## src/rtl/tlu_dut_rx_pkg.sv

```systemverilog
// tlu_dut_rx_pkg
// Shared definitions for the TLU DUT-side receiver: receiver state encoding,
// width of the received trigger ID and width of the trigger/timestamp counters.
package tlu_dut_rx_pkg;

  localparam int TRIG_ID_W = 31;
  localparam int CNT_W     = 32;

  typedef enum logic [2:0] {
    ST_IDLE,
    ST_ACK,
    ST_CLK_LOW,
    ST_CLK_HIGH,
    ST_OUT
  } state_e;

endpackage

```

## src/rtl/tlu_in_sync.sv

```systemverilog
// tlu_in_sync
// Two-flop synchroniser for the asynchronous TLU trigger/data line, followed by
// a one-sample history flop used as a glitch filter.
//   clk_i   in  system clock
//   rst_i   in  asynchronous active-high reset
//   line_i  in  raw asynchronous line
//   line_o  out synchronised line (second sync flop)
//   high_o  out two consecutive synchronised samples high
//   low_o   out two consecutive synchronised samples low
module tlu_in_sync (
  input  logic clk_i,
  input  logic rst_i,
  input  logic line_i,
  output logic line_o,
  output logic high_o,
  output logic low_o
);

  logic meta_q;
  logic sync_q;
  logic hist_q;

  always_ff @(posedge clk_i or posedge rst_i) begin
    if (rst_i) begin
      meta_q <= 1'b0;
      sync_q <= 1'b0;
      hist_q <= 1'b0;
    end else begin
      meta_q <= line_i;
      sync_q <= meta_q;
      hist_q <= sync_q;
    end
  end

  assign line_o = sync_q;
  assign high_o = sync_q & hist_q;
  assign low_o  = ~sync_q & ~hist_q;

endmodule

```

## src/rtl/tlu_dut_rx.sv

```systemverilog
// tlu_dut_rx
// DUT-side receiver for the TLU trigger handshake: detects a trigger, raises
// BUSY, clocks the serial trigger ID in LSB first and hands it to a consumer
// under a VALID/READY handshake while holding BUSY as back-pressure.
//   SYS_CLK            in  system clock
//   SYS_RST            in  asynchronous active-high reset
//   ENABLE             in  accept new triggers
//   N_BITS_TRIGGER_ID  in  number of ID bits to clock out (0..31)
//   TLU_TRIGGER        in  asynchronous trigger / serial ID line
//   TLU_BUSY           out handshake busy
//   TLU_CLOCK          out ID shift clock
//   TRIG_ID            out received ID (bits above N read 0)
//   TRIG_ID_VALID      out ID available
//   TRIG_ID_READY      in  consumer accepts
//   TRIG_CNT           out accepted-trigger count
//   TIMESTAMP          out SYS_CLK count latched at acceptance
//                          (only with macro TLU_DUT_RX_TIMESTAMP_EN)
//
// state       | meaning
// ST_IDLE     | BUSY low, waiting for a filtered trigger while ENABLE is high
// ST_ACK      | BUSY high, waiting for the TLU to release the trigger line
// ST_CLK_LOW  | TLU_CLOCK low phase, CLK_DIV cycles
// ST_CLK_HIGH | TLU_CLOCK high phase, CLK_DIV cycles, bit sampled on last cycle
// ST_OUT      | ID presented with VALID, BUSY held until READY
module tlu_dut_rx
  import tlu_dut_rx_pkg::*;
#(
  parameter int CLK_DIV = 8,
  parameter int INV_IN  = 0
) (
  input  logic                 SYS_CLK,
  input  logic                 SYS_RST,
  input  logic                 ENABLE,
  input  logic [4:0]           N_BITS_TRIGGER_ID,
  input  logic                 TLU_TRIGGER,
  output logic                 TLU_BUSY,
  output logic                 TLU_CLOCK,
  output logic [TRIG_ID_W-1:0] TRIG_ID,
  output logic                 TRIG_ID_VALID,
  input  logic                 TRIG_ID_READY,
`ifdef TLU_DUT_RX_TIMESTAMP_EN
  output logic [CNT_W-1:0]     TIMESTAMP,
`endif
  output logic [CNT_W-1:0]     TRIG_CNT
);

  localparam logic       POL      = (INV_IN != 0);
  localparam logic [7:0] TMR_LOAD = 8'(CLK_DIV - 1);

  state_e               state_q, state_d;
  logic [7:0]           tmr_q, tmr_d;
  logic [4:0]           bit_q, bit_d;
  logic [4:0]           nbits_q, nbits_d;
  logic [TRIG_ID_W-1:0] id_q, id_d;
  logic [CNT_W-1:0]     cnt_q, cnt_d;
  logic                 busy_q, busy_d;
  logic                 tclk_q, tclk_d;

  logic trig_line;
  logic trig_high;
  logic trig_low;
  logic accept;

  tlu_in_sync u_sync (
    .clk_i  (SYS_CLK),
    .rst_i  (SYS_RST),
    .line_i (TLU_TRIGGER ^ POL),
    .line_o (trig_line),
    .high_o (trig_high),
    .low_o  (trig_low)
  );

  assign accept = (state_q == ST_IDLE) && ENABLE && trig_high;

  always_comb begin
    state_d = state_q;
    tmr_d   = tmr_q;
    bit_d   = bit_q;
    nbits_d = nbits_q;
    id_d    = id_q;
    cnt_d   = cnt_q;
    case (state_q)
      ST_IDLE: begin
        if (accept) begin
          state_d = ST_ACK;
          nbits_d = N_BITS_TRIGGER_ID;
          id_d    = '0;
          cnt_d   = cnt_q + 32'd1;
        end
      end
      ST_ACK: begin
        if (trig_low) begin
          if (nbits_q != 5'd0) begin
            state_d = ST_CLK_LOW;
            tmr_d   = TMR_LOAD;
            bit_d   = 5'd0;
          end else begin
            state_d = ST_OUT;
          end
        end
      end
      ST_CLK_LOW: begin
        if (tmr_q == 8'd0) begin
          state_d = ST_CLK_HIGH;
          tmr_d   = TMR_LOAD;
        end else begin
          tmr_d = tmr_q - 8'd1;
        end
      end
      ST_CLK_HIGH: begin
        if (tmr_q == 8'd0) begin
          id_d[bit_q] = trig_line;
          if (bit_q == nbits_q - 5'd1) begin
            state_d = ST_OUT;
          end else begin
            state_d = ST_CLK_LOW;
            tmr_d   = TMR_LOAD;
            bit_d   = bit_q + 5'd1;
          end
        end else begin
          tmr_d = tmr_q - 8'd1;
        end
      end
      ST_OUT: begin
        if (TRIG_ID_READY) begin
          state_d = ST_IDLE;
        end
      end
      default: state_d = ST_IDLE;
    endcase
    // BUSY/CLOCK are registered from the next state so the TLU sees clean edges.
    busy_d = (state_d != ST_IDLE);
    tclk_d = (state_d == ST_CLK_HIGH);
  end

  always_ff @(posedge SYS_CLK or posedge SYS_RST) begin
    if (SYS_RST) begin
      state_q <= ST_IDLE;
      tmr_q   <= '0;
      bit_q   <= '0;
      nbits_q <= '0;
      id_q    <= '0;
      cnt_q   <= '0;
      busy_q  <= 1'b0;
      tclk_q  <= 1'b0;
    end else begin
      state_q <= state_d;
      tmr_q   <= tmr_d;
      bit_q   <= bit_d;
      nbits_q <= nbits_d;
      id_q    <= id_d;
      cnt_q   <= cnt_d;
      busy_q  <= busy_d;
      tclk_q  <= tclk_d;
    end
  end

`ifdef TLU_DUT_RX_TIMESTAMP_EN
  logic [CNT_W-1:0] ts_free_q;
  logic [CNT_W-1:0] ts_lat_q;

  always_ff @(posedge SYS_CLK or posedge SYS_RST) begin
    if (SYS_RST) begin
      ts_free_q <= '0;
      ts_lat_q  <= '0;
    end else begin
      ts_free_q <= ts_free_q + 32'd1;
      if (accept) begin
        ts_lat_q <= ts_free_q;
      end
    end
  end

  assign TIMESTAMP = ts_lat_q;
`endif

  assign TLU_BUSY      = busy_q ^ POL;
  assign TLU_CLOCK     = tclk_q ^ POL;
  assign TRIG_ID       = id_q;
  assign TRIG_ID_VALID = (state_q == ST_OUT);
  assign TRIG_CNT      = cnt_q;

endmodule

```

## config.mk

```make
export PLATFORM = sky130hd
export DESIGN_NAME = tlu_dut_rx
export DESIGN_NICKNAME = d
export VERILOG_FILES = /design/src/rtl/tlu_dut_rx_pkg.sv /design/src/rtl/tlu_in_sync.sv /design/src/rtl/tlu_dut_rx.sv
export SDC_FILE = /design/constraint.sdc
export NUM_CORES = 1
export LEC_CHECK = 0
export BUFFER_PORTS_ARGS = -buffer_cell sky130_fd_sc_hd__buf_2
export CAP_MARGIN = 20
export CORE_UTILIZATION = 45
export CTS_CLUSTER_DIAMETER = 60
export DETAILED_ROUTE_END_ITERATION = 10
export GPL_ROUTABILITY_DRIVEN = 0
export PLACE_DENSITY = 0.66
export SLEW_MARGIN = 20
export SYNTH_ARGS = -nofsm -noshare
export SYNTH_HDL_FRONTEND = slang
export SYNTH_SLANG_ARGS = --single-unit
```

## constraint.sdc

```tcl
create_clock -name SYS_CLK -period 3.5 [get_ports SYS_CLK]
set_input_delay 0.175 -clock SYS_CLK [delete_from_list [all_inputs] [get_ports SYS_CLK]]
set_output_delay 0.175 -clock SYS_CLK [all_outputs]
set_load 0.01 [all_outputs]
```

======== Word-level counts from Yosys, hierarchy flattened ========
Cells that the tools add are included.
W data, S select, Z words.
word-level totals
  bits in registers ....................... 89
  bits in latches ......................... 0
  RAM bits ................................ 0
  bits in read-only memories .............. 0
  bits of input ports ..................... 10
  output and inout port bits .............. 66
  word-level logic and storage cells ...... 72
  memories ................................ 0
cells by class
  add/sub/neg operators ................... 4
  multiply operators ...................... 0
  div/mod/pow operators ................... 0
  $lt $le $gt $ge ......................... 2
  eq/ne operators ......................... 12
  shifts and indexed selects .............. 0
  mux-type cells .......................... 25
  bitwise operators ....................... 4
  reductions and logical operators ........ 14
operators with widths
  operator                 count
  $mux W31                 2
  $pmux W31 S2             1
  $mux W8                  5
  $add A32 B1 Y32 const B  1
  $bwmux W31               1
  $pmux W8 S3              1
  $mux W3                  7
  $mux W5                  4
  $pmux W3 S5              1
  $ne A2 B2 Y1 const B     5
  $pmux W5 S2              1
  $eq A3 B2 Y1 const B     3
  $logic_not A8 Y1         1
  $sub A8 B1 Y8 const B    1
  $lt A5 B6 Y1 const B     1
  $reduce_bool A3 Y1       2
  $add A5 B1 Y5 const B    1
  $demux W1 S5             1
  $eq A5 B5 Y1             1
  $ge A5 B1 Y1 const B     1
  $reduce_and A5 Y1        1
  $reduce_bool A5 Y1       1
  $sub A5 B1 Y5 const B    1
  $reduce_and A4 Y1        1
  11 further kinds         16

======== Depth between registers and ports, before layout ========
Gate-level depths: netlist of the first run.
  depth after elaboration ................. 7
  mapped depth ............................ 9
  depth with buffers taken out ............ 7

======== By module ========
A second synthesis of the first run with hierarchy kept.
unflattened totals
  cells, all modules ...................... 456
  area, all modules ....................... 4,403.0 µm²
by module, submodules not included
  module       instances  cells each  area each (µm²)
  tlu_dut_rx   1          450         4,314.1
  tlu_in_sync  1          6           88.8

======== Worst setup path before layout of the first run ========
OpenSTA, ideal clock, no wires.
  path type ............................... register to register
  start point ............................. register tmr_q[0]
  end point ............................... register id_q[10] (netlist: TRIG_ID[10])
  setup time .............................. 131 ps
  arrival ................................. 1,915 ps
  data required time ...................... 3,369 ps
  slack ................................... 1,453 ps
  cell stages (with the launch flop) ...... 10
  period minus slack after synthesis ...... 2,047 ps
  path through ............................ dfrtp_1 inv_1 ha_1 or4b_1 buf_2 nor4_4 a21boi_2 clkbuf_2 o21ai_0 o21ai_0
between the ends
  word-level cells in the longest chain between the ends .. 3
ends and longest elaborated chain
  item                         RTL line           text
  start: declaration           tlu_dut_rx.sv:51   logic [7:0] tmr_q, tmr_d;
  start signal: assignment     tlu_dut_rx.sv:148  tmr_q <= tmr_d;
  $logic_not A8 Y1             tlu_dut_rx.sv:111  if (tmr_q == 8'd0) begin
  $ne A2 B2 Y1 (no line)       -
  $reduce_and A3 Y1 (no line)  -
  end signal: assignment       tlu_dut_rx.sv:151  id_q <= id_d;
  end: declaration             tlu_dut_rx.sv:54   logic [TRIG_ID_W-1:0] id_q, id_d;
No other way between the ends.
A chain may end at the register's enable or synchronous reset.

======== Worst setup path in the final report of the first run ========
  start point ............................. register tmr_q[0]
  end point ............................... register id_q[5] (netlist: TRIG_ID[5])
The elaborated chain is that of the path after synthesis.

==> impl_metrics.csv, run 1 <==
group,metric,value,unit
status,status,"finished, final reports clean",
floorplanning,start_util,46.9,%
timing,fmax,0.412,GHz
timing,fin_crit_sh,69.4,%
worst_setup_path,max_stage_delay,0.60,ns
cts,cts_made_buffers,9,
cts,path_clk_slew,0.10,ns
cts,cts_setup_buffers,0,
timing,worst_pin_slew,0.981,ns
logic_synthesis,synth.area.mux_share,1.99,%
logic_synthesis,yosys_register_bits,89,
timing,whs,0.0258,ns
timing,finalSetupViolations,0,
logic_synthesis,yosysUniqueCellTypes,57,
place,placed_cell_area,4870,µm²
global_route,grt_max_degree,39,
floorplanning,core,9370,µm²
worst_setup_path,endpoint,"TRIG_ID[5]",
worst_hold_path,worstHoldPathType,"input port to flip-flop",
floorplanning,die_h,101,µm
worst_setup_path,timing.reg2reg.worst_path_depth,7,
worst_setup_path,r2r_end,"TRIG_ID[5]",
cts,cts_sinks,89,
power_and_ir_drop,finalPower,3.51,mW
cts,post_cts_resized,0,
drt,drc,0,
power_and_ir_drop,switching_share,39.7,%
worst_setup_path,crit_slowest_cell,"or4b_1",
logic_synthesis,avgSynthCellArea,10.0,µm²
drt,ant_nets,0,
power_and_ir_drop,powerDensity,693,nW/µm²
logic_synthesis,synth_compound_area_share,16.4,%
cts,cts_tree,"built",
cts,clock_path_buffers,2,
timing,rsz0062_at_grt,"false",
power_and_ir_drop,p_leak,2.37,nW
timing,finClkSkew,0.0192,ns
drt,wl_per_cell,16.0,µm
layout,fin_nets,528,
drt,routed_via_density,5.59,
worst_setup_path,crit_path_start,"tmr_q[0]",
global_route,gr-total-overflow,0,
logic_synthesis,synth_top_family_by_area,"simple AND/OR/NAND/NOR gates",
worst_setup_path,crit_cells,7,
drt,vias,3601,
worst_setup_path,crit_fanout,8,
logic_synthesis,syn_area,4400,µm²
power_and_ir_drop,seqPwrFrac,44.1,%
logic_synthesis,synthesis.nets,456,
timing,relSlewSlack,34.5,%
worst_setup_path,arrival,2.71,ns
worst_setup_path,required,3.78,ns
worst_setup_path,crit_buf_inv,2,
floorplanning,die_x,101,µm
global_route,grt_pass1_vias,3429,
logic_synthesis,async_flop_share,100,%
logic_synthesis,yosysSeqAreaShare,50.7,%
logic_synthesis,synth_fa_ha_area_share,1.99,%
flow_run,drv_cap,0,
logic_synthesis,synth-simple-area-share,18.0,%
worst_setup_path,critical-path-top-delay-family,"simple AND/OR/NAND/NOR gates",
timing,tns,0,ns
cts,root_buffer,"clkbuf_8",
layout,stdcell_area,5070,µm²
power_and_ir_drop,p_switching,1.39,mW
layout,fillers,893,
layout,drive_gt1_share,22.5,%
worst_setup_path,start_kind,"flip-flop",
place,portBuffers,75,
worst_setup_path,r2r-start,"tmr_q[0]",
power_and_ir_drop,p_int,2.12,mW
logic_synthesis,synth_xor_area_share,7.77,%
floorplanning,placementRows,35,
worst_setup_path,critPathKind,"flip-flop to flip-flop",
layout,syn_to_final_growth,15.3,%
drt,drt-pass1-iter-count,4,
layout,antenna_cells,0,
cts,h-tree-depth,3,
floorplanning,dieArea,10200,µm²
drt,routed_wirelength,10.3,mm
logic_synthesis,synth_ff_type,"dfrtp_1",
power_and_ir_drop,ir_drop,0.354,mV
cts,clk_latency,0.37,ns
power_and_ir_drop,p_comb_share,37.1,%
global_route,grt_usage,21.4,%
timing,finalHoldViolCount,0,
logic_synthesis,synth_edf_count,0,
place,hpwl,7.16,mm
worst_setup_path,end_kind,"flip-flop",
global_route,antenna_found_initial,0,
worst_hold_path,hp-start,"N_BITS_TRIGGER_ID[2]",
power_and_ir_drop,pwr-share-clk,18.8,%
worst_setup_path,crit_path_cell_trace,"inv_1 -> ha_1 -> or4b_1 -> nor4_4 -> buf_4 -> nand4_4 -> o21ai_1",
logic_synthesis,yosys_warnings,0,
worst_setup_path,reg2reg_slack,1.07,ns
global_route,grt_pass1_wl,16.9,mm
floorplanning,io_pins,76,
logic_synthesis,synthCells,439,
timing,final_max_slew_viol_count,0,
timing,finalCriticalPeriod,2.43,ns
drt,drtIter0Drc,171,
worst register-to-register path, stage by stage (launching register included):
cell and delay [ns]:
dfrtp_1 0.41, inv_1 0.07, ha_1 0.20, or4b_1 0.60, nor4_4 0.38, buf_4 0.27
nand4_4 0.22, o21ai_1 0.21
area by class of cell:
cell class / count / area (µm²) / area share (%)
Multi-Input combinational cell: 318 / 2030 / 40.0
Tap cell: 129 / 161 / 3.19
Timing Repair Buffer: 81 / 425 / 8.40
Sequential cell: 89 / 2230 / 44.0
Inverter: 12 / 46.3 / 0.914
Clock inverter: 5 / 41.3 / 0.815
Clock buffer: 10 / 138 / 2.72
synthesized netlist by cell type, drive strengths merged, types with 2 or more instances:
| master | count | area, µm² |
|---|---|---|
| nor3b | 6 | 50.1 |
| or2 | 2 | 12.5 |
| nand4 | 12 | 120 |
| nor3 | 12 | 65.1 |
| o31ai | 2 | 15.0 |
| nand2 | 29 | 109 |
| xor2 | 9 | 78.8 |
| or4b | 2 | 20.0 |
| and3 | 7 | 43.8 |
| nor2b | 3 | 18.8 |
| or3 | 3 | 18.8 |
| dfrtp | 89 | 2230 |
| nand3 | 24 | 120 |
| nor2 | 19 | 71.3 |
| nor4 | 3 | 33.8 |
| and4 | 3 | 26.3 |
| mux2i | 2 | 20.0 |
| xnor2 | 30 | 263 |
| a31o | 2 | 17.5 |
| o211ai | 4 | 30.0 |
| mux2 | 6 | 67.6 |
| inv | 12 | 45.0 |
| and2 | 4 | 26.3 |
| a21oi | 37 | 185 |
| a41oi | 2 | 17.5 |
| ha | 7 | 87.6 |
| buf | 9 | 50.1 |
| clkbuf | 11 | 45.0 |
| o21ai | 71 | 359 |
| a311oi | 2 | 17.5 |
sequential cells by signal (all words and copies together) (netlist names):
name / count
u_sync.meta_q: 1
state_q: 3
u_sync.line_o: 1
TRIG_CNT: 32
u_sync.hist_q: 1
nbits_q: 5
bit_q: 5
tmr_q: 8
TRIG_ID: 31
TLU_CLOCK: 1
TLU_BUSY: 1
cells by family (layout without fill, tap and decap cells):
logic type | count (synthesis) | after routing
compound gates | 129 | 129
xor+xnor | 39 | 39
fa+ha+maj | 7 | 7
buf+inv | 32 | 108
flops | 89 | 89
mux | 8 | 8
simple gates | 135 | 135
repair_timing:
action                     4_1_cts  5_1_grt
setup endpoints to repair        0        0
hold endpoints to repair        37        0
hold buffers                     2        0
metrics by stage:
step / utilization, % / worst slack, ns / std cells
3_5_place_dp: 51.9 / 1.07 / 627
2_1_floorplan: - / 1.02 / 439
4_1_cts: 54.1 / 1.06 / 644
3_3_place_gp: 51.9 / 1.14 / 627
6_report: 54.1 / 1.07 / 644
5_1_grt: 54.1 / 0.858 / 644
cell usage in the layout (no fill, tap or decap), types with 7 or more instances in the layout:
cell,Yosys,final
nor3_1,11,11
dfrtp_1,89,89
o21ai_1,23,23
and3_1,7,7
ha_1,7,7
nand4_1,9,9
nor2_1,19,19
o21ai_0,47,47
xor2_1,9,9
nand2_1,29,29
xnor2_1,30,30
clkbuf_8,0,10
a21oi_1,37,37
nand3_1,24,24
inv_1,12,11
buf_2,4,75
worst min-delay path by stage:
stage / endpoint / slack (ns) / cells past startpoint
floorplan: u_sync.meta_q / 0.21 / 0
global route: nbits_q[0] / 0.02 / 2
CTS: nbits_q[2] / 0.02 / 2
global placement: u_sync.meta_q / 0.28 / 1
finish: nbits_q[2] / 0.03 / 2
detailed placement: u_sync.meta_q / 0.29 / 1
metal layers:
| layer | wire length, µm | GRT usage (%) | up-vias | share of wire, % |
|---|---|---|---|---|
| met5 | 0 | 0 | - | 0 |
| met4 | 180 | 8.25 | 0 | 1.7 |
| met2 | 4910 | 34.1 | 79 | 48 |
| li1 | - | - | 1726 | - |
| met3 | 387 | 3.54 | 18 | 3.8 |
| met1 | 4820 | 29.2 | 1778 | 47 |
power by group through the flow:
| stage | registers, mW | logic (mW) | clock network, mW |
|---|---|---|---|
| 2_1_floorplan | 1.62 | 0.818 | 0 |
| 3_3_place_gp | 1.56 | 1.26 | 0 |
| 3_5_place_dp | 1.57 | 1.30 | 0 |
| 4_1_cts | 1.55 | 1.31 | 0.677 |
| 5_1_grt | 1.60 | 1.46 | 0.719 |
| 6_report | 1.55 | 1.30 | 0.659 |
(Power assumes the default switching activity.)
==> run 2, diff against run 1 <==
Settings changed: PLACE_DENSITY 0.66 to 0.69.
Clock period 3.5 ns to 1.95 ns, I/O delays scaled along.
==> impl_metrics.csv, run 2 (same netlist as run 1, synthesis figures left out) <==
group,metric,value,unit
drt,top_layer_used,"met4",
worst_setup_path,required,2.20,ns
global_route,grt_pass1_wl,17.7,mm
layout,layout_commonest_cell,"dfrtp_1",
worst_setup_path,critical-path-top-delay-family,"simple AND/OR/NAND/NOR gates",
layout,fin_nets,574,
layout,syn_to_final_growth,26.9,%
power_and_ir_drop,p_comb_share,41.1,%
timing,fin_crit_sh,103,%
timing,finalHoldViolCount,0,
drt,routed_via_density,5.51,
place,portBuffers,75,
timing,finClkSkew,0.0114,ns
floorplanning,start_util,46.9,%
worst_setup_path,crit_path_frequent_cell,"buf_4",
timing,final_max_slew_viol_count,0,
drt,wl_per_cell,15.8,µm
drt,drtIter0Drc,243,
layout,final_cell_mix,"89 x dfrtp_1, 75 x buf_2, 60 x o21ai_1, 42 x buf_4, 37 x a21oi_1",
worst_setup_path,max_stage_delay,0.47,ns
worst_setup_path,reg2reg_slack,-0.06,ns
power_and_ir_drop,powerDensity,1270,nW/µm²
worst_setup_path,critPathKind,"flip-flop to flip-flop",
worst_setup_path,crit_slowest_cell,"or4b_4",
worst_setup_path,crit_path_cell_trace,"inv_2 -> ha_4 -> or4b_4 -> buf_4 -> o22ai_2 -> buf_4 -> a311oi_1 -> a41oi_1 -> nand2_1",
layout,drive_gt1_share,30.2,%
worst_setup_path,start_kind,"flip-flop",
worst_setup_path,arrival,2.27,ns
drt,drc,0,
floorplanning,die_h,101,µm
worst_setup_path,crit_fanout,6,
layout,fillers,832,
place,hpwl,7.37,mm
status,violations,"setup timing",
drt,routed_wirelength,10.9,mm
drt,ant_nets,0,
place,placed_cell_area,5180,µm²
floorplanning,io_pins,76,
layout,largest_reg_flops,32,
worst_setup_path,crit_buf_inv,3,
timing,fmax,0.497,GHz
timing,tns,-0.635,ns
timing,whs,0.226,ns
power_and_ir_drop,seqPwrFrac,38.6,%
drt,drt-pass1-iter-count,5,
worst_setup_path,end_kind,"flip-flop",
power_and_ir_drop,p_leak,2.67,nW
cts,h-tree-depth,3,
power_and_ir_drop,pwr-share-clk,20.4,%
floorplanning,die_x,101,µm
timing,worst_pin_slew,0.473,ns
floorplanning,core,9370,µm²
drt,vias,3805,
timing,setup_ws,-0.0637,ns
layout,antenna_cells,0,
global_route,gr-total-overflow,0,
cts,cts_sinks,89,
timing,finalCriticalPeriod,2.01,ns
global_route,grt_max_degree,90,
cts,clock_path_buffers,2,
status,status,"finished, violations left",
layout,fin_util,59.5,%
timing,finalSetupViolations,37,
drt,wl_met1,4.88,mm
layout,stdcell_area,5580,µm²
power_and_ir_drop,ir_drop,0.766,mV
drt,wl_met2,5.27,mm
drt,wl_met3,568,µm
floorplanning,placementRows,35,
cts,cts_tree,"built",
power_and_ir_drop,p_int,4.41,mW
timing,rsz0062_at_grt,"true",
floorplanning,dieArea,10200,µm²
global_route,grt_pass1_vias,3598,
worst_hold_path,worstHoldPathType,"input port to flip-flop",
power_and_ir_drop,finalPower,7.07,mW
cts,cts_made_buffers,9,
cts,root_buffer,"clkbuf_8",
global_route,grt_usage,22.4,%
power_and_ir_drop,p_switching,2.66,mW
power_and_ir_drop,switching_share,37.6,%
global_route,antenna_found_initial,0,
timing,relSlewSlack,68.2,%
cts,clk_latency,0.37,ns
flow_run,drv_cap,0,
cts,path_clk_slew,0.08,ns
## run 2: cell count changes in the layout (fill, tap and decap cells not counted), sizes merged
cell         change
dlygate4sd3      +5
bufinv           +2
clkinv           -1
buf             +41
## run 2: what timing repair did
item	in CTS	in global routing
hold buffers	7	0
buffers inserted	3	0
pin swaps	18	1
resized for setup	19	36
setup endpoints to repair	44	58
endpoints found under the hold margin	95	0
## run 2: cell type report
| cell class | instances | area (µm²) | share of cell area [%] |
|---|---|---|---|
| well taps | 129 | 161 | 2.89 |
| multi-input cells | 318 | 2100 | 37.6 |
| flip-flops and latches | 89 | 2230 | 39.9 |
| clock inverters | 6 | 90.1 | 1.62 |
| repair buffers | 127 | 812 | 14.6 |
| clock buffers | 10 | 138 | 2.47 |
| inverters | 12 | 48.8 | 0.875 |
## run 2: final timing paths
kind | endpoint | depth (start not counted) | start
worst max register to register | bit_q[2] | 9 | tmr_q[0]
worst max-delay path | bit_q[2] | 9 | tmr_q[0]
min in group asynchronous | TRIG_CNT[5] | 4 | SYS_RST
worst min register to register | u_sync.line_o | 0 | u_sync.meta_q
worst min-delay path | state_q[2] | 5 | TRIG_ID_READY
max in group asynchronous | TLU_CLOCK | 4 | SYS_RST
## run 2: power by group through the flow
stage | sequential [mW] | combinational [mW] | clock (mW)
after floorplan | 2.91 | 1.47 | 0
after global placement | 2.71 | 2.65 | 0
after detailed placement | 2.73 | 2.71 | 0
after CTS | 2.70 | 2.82 | 1.48
after global routing | 2.79 | 3.19 | 1.54
final | 2.73 | 2.90 | 1.44
## run 2: tightest hold or removal path, delay by kind of cell
family | cells | cell delay [ns]
AO/OA/AOI/OAI | 2 | 0.27
buffers and inverters | 1 | 0.09
AND/OR/NAND/NOR | 2 | 0.08
## run 2: metrics by stage
stage	setup WS (ns)	cells
after detailed placement	-0.125	665
after floorplan	-0.0966	439
after CTS	-0.0654	691
after global routing	-0.172	691
after global placement	-0.0986	665
final	-0.0637	691
## run 2: per-layer routing
layer / global-route usage, % / vias up
li1: - / 1811
met1: 30.8 / 1845
met2: 35.7 / 133
met3: 3.74 / 16
met4: 8.81 / 0
met5: 0 / -
